**src/rtl/encoder_event_fifo_if.sv**
```systemverilog
// encoder_event_fifo_if: encoder inputs plus consumer handshake and status of the event FIFO
interface encoder_event_fifo_if #(parameter int AW = 2);
  logic          D1;
  logic          D2;
  logic          D3;
  logic          val;
  logic          out_ready;
  logic          clr_ovf;
  logic [2:0]    out_code;
  logic          out_valid;
  logic [AW:0]   count;
  logic          full;
  logic          overflow;
  modport master (output D1, D2, D3, val, out_ready, clr_ovf,
                  input out_code, out_valid, count, full, overflow);
  modport slave  (input D1, D2, D3, val, out_ready, clr_ovf,
                  output out_code, out_valid, count, full, overflow);
endinterface

```
**src/rtl/encoder_event_fifo.sv**
```systemverilog
// encoder_event_fifo: registers encoder outputs, turns new valid codes into events, buffers them in a FWFT FIFO
module encoder_event_fifo #(
  parameter int DEPTH = 4,
  parameter int AW    = 2
) (
  input logic                clk,
  input logic                rst_n,
  encoder_event_fifo_if.slave bus
);
  logic [3:0]    s1, s2;
  logic [2:0]    mem [DEPTH];
  logic [AW-1:0] wr_ptr, rd_ptr;
  logic [AW:0]   cnt;
  logic          ovf, evt, full, pop, push;
  // a new event is a valid code that was not valid, or was a different code, one cycle earlier
  assign evt  = s1[3] & (~s2[3] | (s1[2:0] != s2[2:0]));
  assign full = cnt == (AW+1)'(DEPTH);
  assign pop  = bus.out_valid & bus.out_ready;
  assign push = evt & (~full | pop);
  assign bus.out_valid = cnt != '0;
  assign bus.out_code  = bus.out_valid ? mem[rd_ptr] : 3'b000;
  assign bus.count     = cnt;
  assign bus.full      = full;
  assign bus.overflow  = ovf;
  always_ff @(posedge clk or negedge rst_n) begin
    if (!rst_n) begin
      s1     <= '0;
      s2     <= '0;
      wr_ptr <= '0;
      rd_ptr <= '0;
      cnt    <= '0;
      ovf    <= 1'b0;
      for (int i = 0; i < DEPTH; i++) mem[i] <= '0;
    end else begin
      s1 <= {bus.val, bus.D3, bus.D2, bus.D1};
      s2 <= s1;
      if (push) begin
        mem[wr_ptr] <= s1[2:0];
        wr_ptr      <= wr_ptr + AW'(1);
      end
      if (pop) rd_ptr <= rd_ptr + AW'(1);
      cnt <= (push & ~pop) ? cnt + (AW+1)'(1) : (pop & ~push) ? cnt - (AW+1)'(1) : cnt;
      ovf <= (evt & ~push) ? 1'b1 : bus.clr_ovf ? 1'b0 : ovf;
    end
  end
endmodule
```
**src/flat_wrapper.sv**
```systemverilog
// flat-port wrapper written by rule: the top's interface ports become plain ports
module encoder_event_fifo_flat 
#(
  parameter int DEPTH = 4,
  parameter int AW    = 2
)
  (clk, rst_n, bus_D1, bus_D2, bus_D3, bus_val, bus_out_ready, bus_clr_ovf, bus_out_code, bus_out_valid, bus_count, bus_full, bus_overflow);
  encoder_event_fifo_if #(.AW(AW)) bus_i ();
  input logic clk;
  input logic rst_n;
  input wire logic [$bits(bus_i.D1)-1:0] bus_D1;
  input wire logic [$bits(bus_i.D2)-1:0] bus_D2;
  input wire logic [$bits(bus_i.D3)-1:0] bus_D3;
  input wire logic [$bits(bus_i.val)-1:0] bus_val;
  input wire logic [$bits(bus_i.out_ready)-1:0] bus_out_ready;
  input wire logic [$bits(bus_i.clr_ovf)-1:0] bus_clr_ovf;
  output wire logic [$bits(bus_i.out_code)-1:0] bus_out_code;
  output wire logic [$bits(bus_i.out_valid)-1:0] bus_out_valid;
  output wire logic [$bits(bus_i.count)-1:0] bus_count;
  output wire logic [$bits(bus_i.full)-1:0] bus_full;
  output wire logic [$bits(bus_i.overflow)-1:0] bus_overflow;
  assign bus_i.D1 = bus_D1;
  assign bus_i.D2 = bus_D2;
  assign bus_i.D3 = bus_D3;
  assign bus_i.val = bus_val;
  assign bus_i.out_ready = bus_out_ready;
  assign bus_i.clr_ovf = bus_clr_ovf;
  assign bus_out_code = bus_i.out_code;
  assign bus_out_valid = bus_i.out_valid;
  assign bus_count = bus_i.count;
  assign bus_full = bus_i.full;
  assign bus_overflow = bus_i.overflow;
  encoder_event_fifo #(.DEPTH(DEPTH), .AW(AW)) u_core (.clk(clk), .rst_n(rst_n), .bus(bus_i));
endmodule
```
**config.mk**
```make
export PLATFORM = sky130hd
export DESIGN_NAME = encoder_event_fifo_flat
export DESIGN_NICKNAME = d
export VERILOG_FILES = /design/src/rtl/encoder_event_fifo_if.sv /design/src/rtl/encoder_event_fifo.sv /design/src/flat_wrapper.sv
export SDC_FILE = /design/constraint.sdc
export NUM_CORES = 1
export LEC_CHECK = 0
export CORE_MARGIN = 5
export CORE_UTILIZATION = 40
export CTS_BUF_LIST = sky130_fd_sc_hd__clkbuf_8
export CTS_CLUSTER_DIAMETER = 40
export CTS_CLUSTER_SIZE = 40
export DETAILED_ROUTE_END_ITERATION = 10
export GPL_ROUTABILITY_DRIVEN = 1
export HOLD_SLACK_MARGIN = 0.02
export SLEW_MARGIN = 20
export SYNTH_ARGS = -nofsm -noshare
export SYNTH_HDL_FRONTEND = slang
export SYNTH_SLANG_ARGS = --single-unit
export TNS_END_PERCENT = 50
```
**constraint.sdc**
```tcl
create_clock -name clk -period 2.5 [get_ports clk]
set_input_delay 0.25 -clock clk [delete_from_list [all_inputs] [get_ports clk]]
set_output_delay 0.25 -clock clk [all_outputs]
set_load 0.02 [all_outputs]
```
==> flow_summary_export.csv, run 1 <==
group,metric,value,unit
outcome,status,"finished, final reports clean",
critical_path,crit_arrival,2.50,ns
clock_network,clock_path_buffers,2,
floorplanning,start_util,41.0,%
power_and_ir_drop,pwr-share-comb,45.9,%
routing,final_antenna_net_count,0,
cells_and_area,multi_input_area,504,um^2
critical_path,worst-path-max-fanout,6,
clock_network,clk_pin_slew,0.09,ns
routing,drt-total-wl,2040,um
critical_path,cp_slowest_cell,"dfrtp_1",
power_and_ir_drop,power_leakage,0.631,nW
critical_path,slowest_delay,0.45,ns
cells_and_area,register_area,701,um^2
timing,period_minus_slack,2.31,ns
clock_network,clkLatencyLatePin,0.26,ns
power_and_ir_drop,irDropWorstVdd,553,uV
cells_and_area,fillers,264,
global_route,grt_pass1_vias,730,
timing,fin_worst_skew,0.00669,ns
placed_design,io_buffers,16,
floorplanning,rows,20,
critical_path,crit_family,"adder cells",
timing,rsz0062_at_grt,"no",
synth,syn_inst,85,
cells_and_area,layout-drive-gt1-share,23.1,%
clock_network,htree_num_levels,1,
cells_and_area,num_antenna_cells,0,
power_and_ir_drop,seqPwrFrac,41.5,%
power_and_ir_drop,switchingPower,621,uW
floorplanning,num_io_pins,17,
critical_path,worstPathCellList,"xnor2_1, a41oi_4, and2_2, ha_1, inv_1, fa_1, xor2_1, nor2_1, xor2_1",
placed_design,place_congestion,0.788,
clock_network,clockRootBuffer,"clkbuf_8",
synth,ys_ff_latch,28,
timing,max_freq,433,MHz
power_and_ir_drop,p_per_area,1240,nW/um^2
global_route,grt-ovfl-total,0,
synth,syn-cell-area,1230,um^2
clock_network,numCtsBuffers,3,
job,drv_cap,0,
clock_network,clock-sinks,28,
routing,dr.pass1.iters,2,
routing,drc,0,
timing,hold_viol_final,0,
synth,synth.distinct_cells,19,
timing,min_period_over_period,92.4,%
power_and_ir_drop,internal-power,1.22,mW
power_and_ir_drop,clkPwrFrac,12.6,%
clock_network,cts_resized,0,
synth,ys_seq_area_share,57.0,%
power_and_ir_drop,switching_share,33.7,%
critical_path,worst-path-buf-inv,1,
routing,drtIter0Drc,16,
critical_path,crit_type,"flop to flop",
cells_and_area,syn_to_final_growth,20.8,%
global_route,grt_max_degree,29,
timing,slew_viol_final,0,
cells_and_area,instances_no_fill,137,
floorplanning,die_x,65.5,um
clock_network,postCtsSetupRepairBufs,0,
floorplanning,die_height,65.5,um
global_route,grt_usage,11.3,%
routing,vias,666,
critical_path,end_kind,"flop",
global_route,antenna_found_initial,0,
clock_network,cts_tree,"yes",
synth,synth_warnings,0,
critical_path,worstPathRequired,2.69,ns
critical_path,path_common_cell,"xor2_1",
global_route,grt_pass1_wl,3600,um
floorplanning,core_area,3000,um^2
clock_network,hold_buffers,0,
synth,synth_fp_nets,99,
routing,vias_per_cell,4.86,
cells_and_area,nNetsFinal,120,
floorplanning,die_area,4280,um^2
hold_path,hold_class,"input port to async pin",
timing,setup_violations,0,
synth,synth_area_per_cell,14.5,um^2
timing,slew_headroom,76.3,%
placed_design,place_inst,134,
routing,routedWlPerCell,14.9,um
timing,tightest_slew,0.356,ns
timing,setup_tns,0,ns
critical_path,cp-start-kind,"flop",
[placed cells by master (no fill, tap or decap), types with 2 or more instances in the layout]
| cell | Yosys | routed |
|---|---|---|
| dfrtp_1 | 28 | 28 |
| clkdlybuf4s50_1 | 0 | 16 |
| mux2_2 | 13 | 13 |
| xnor2_1 | 7 | 7 |
| inv_1 | 6 | 6 |
| nand3_1 | 5 | 5 |
| ha_1 | 5 | 5 |
| mux4_2 | 3 | 3 |
| and2_1 | 3 | 3 |
| clkbuf_8 | 0 | 3 |
| nand2_1 | 2 | 2 |
| xor2_1 | 2 | 2 |
| o22ai_1 | 2 | 2 |
| buf_4 | 0 | 2 |
[layout make-up]
type / count / area share (%)
tap: 33 / 2.78
clock buffer: 3 / 2.78
multi-input combinational: 49 / 34.0
sequential: 28 / 47.2
timing repair buffer: 18 / 11.8
inverter: 6 / 1.52
[path summary, 6_finish.rpt]
path	from	to	slack [ns]	cells after the start
worst max-delay path	u_core.s1[2]	u_core.bus.count[2]	0.19	9
worst min-delay path	rst_n	u_core.mem[9]	0.36	2
worst max register to register	u_core.s1[2]	u_core.bus.count[2]	0.19	9
worst min register to register	u_core.s1[3]	u_core.s2[3]	0.38	0
max in group asynchronous	rst_n	u_core.mem[4]	1.87	2
min in group clk	u_core.s1[3]	u_core.s2[3]	0.38	0
[layer usage]
| layer | vias up | GRT usage, % | routed length [um] |
|---|---|---|---|
| met2 | 7 | 18.1 | 964 |
| met5 | - | 0 | 0 |
| met3 | 2 | 2.74 | 65 |
| li1 | 330 | - | - |
| met4 | 0 | 2.33 | 10 |
| met1 | 327 | 15.6 | 1000 |
[synth_stat cells, drive strengths merged]
master  count  area (um^2)
or3         1         6.26
o22ai       2         12.5
a41oi       1         27.5
mux2       13          146
dfrtp      28          701
mux4        3         67.6
and2        4         26.3
ha          5         62.6
fa          1         20.0
nand3       5         25.0
nand2       2         7.51
nor3b       1         7.51
inv         6         22.5
xor2        2         17.5
clkbuf      2         7.51
nor2        1         3.75
or2b        1         7.51
xnor2       7         61.3
[cells by family after synthesis]
family          share of synthesized area (%)
compound gates                           3.26
buf+inv                                  2.44
mux                                      17.4
flops                                    57.0
xor+xnor                                 6.41
simple gates                             6.82
fa+ha+maj                                6.71
[power by group through the flow]
| stage | combinational (mW) | clock (mW) | sequential, mW |
|---|---|---|---|
| detailed placement | 0.856 | 0 | 0.777 |
| global placement | 0.847 | 0 | 0.766 |
| CTS | 0.861 | 0.242 | 0.766 |
| global route | 0.931 | 0.259 | 0.797 |
| floorplan | 0.556 | 0 | 0.757 |
| finish | 0.845 | 0.233 | 0.764 |
[flip-flops by register name, summed over array words and instances (netlist names)]
signal and cells:
u_core.s2 4, u_core.mem 12, u_core.wr_ptr 2, u_core.s1 4, u_core.bus.count 3, u_core.bus.overflow 1
u_core.rd_ptr 2
[worst register-to-register path, stage by stage, from the launching register on]
cell,delay (ns)
dfrtp_1,0.45
xnor2_1,0.19
a41oi_4,0.31
and2_2,0.23
ha_1,0.18
inv_1,0.06
fa_1,0.37
xor2_1,0.15
nor2_1,0.14
xor2_1,0.16
[stage by stage]
step	hold slack (ns)	instance area, um^2	setup WS, ns	util, %	power (mW)
after global placement	0.356	1440	0.229	48.1	1.61
after detailed placement	0.366	1440	0.179	48.1	1.63
final	0.363	1490	0.190	49.5	1.84
after CTS	0.373	1490	0.177	49.5	1.87
after floorplan	-0.0456	1230	0.0126	-	1.31
after global routing	0.397	1490	0.0586	49.5	1.99
(Power assumes the default switching activity.)
==> inputs of run 2 (changes only) <==
Settings changed: ABC_CLOCK_PERIOD_IN_PS from default to 2500.
==> results of run 2 <==
Final layout, timing and power as in run 1 (identical DEF).
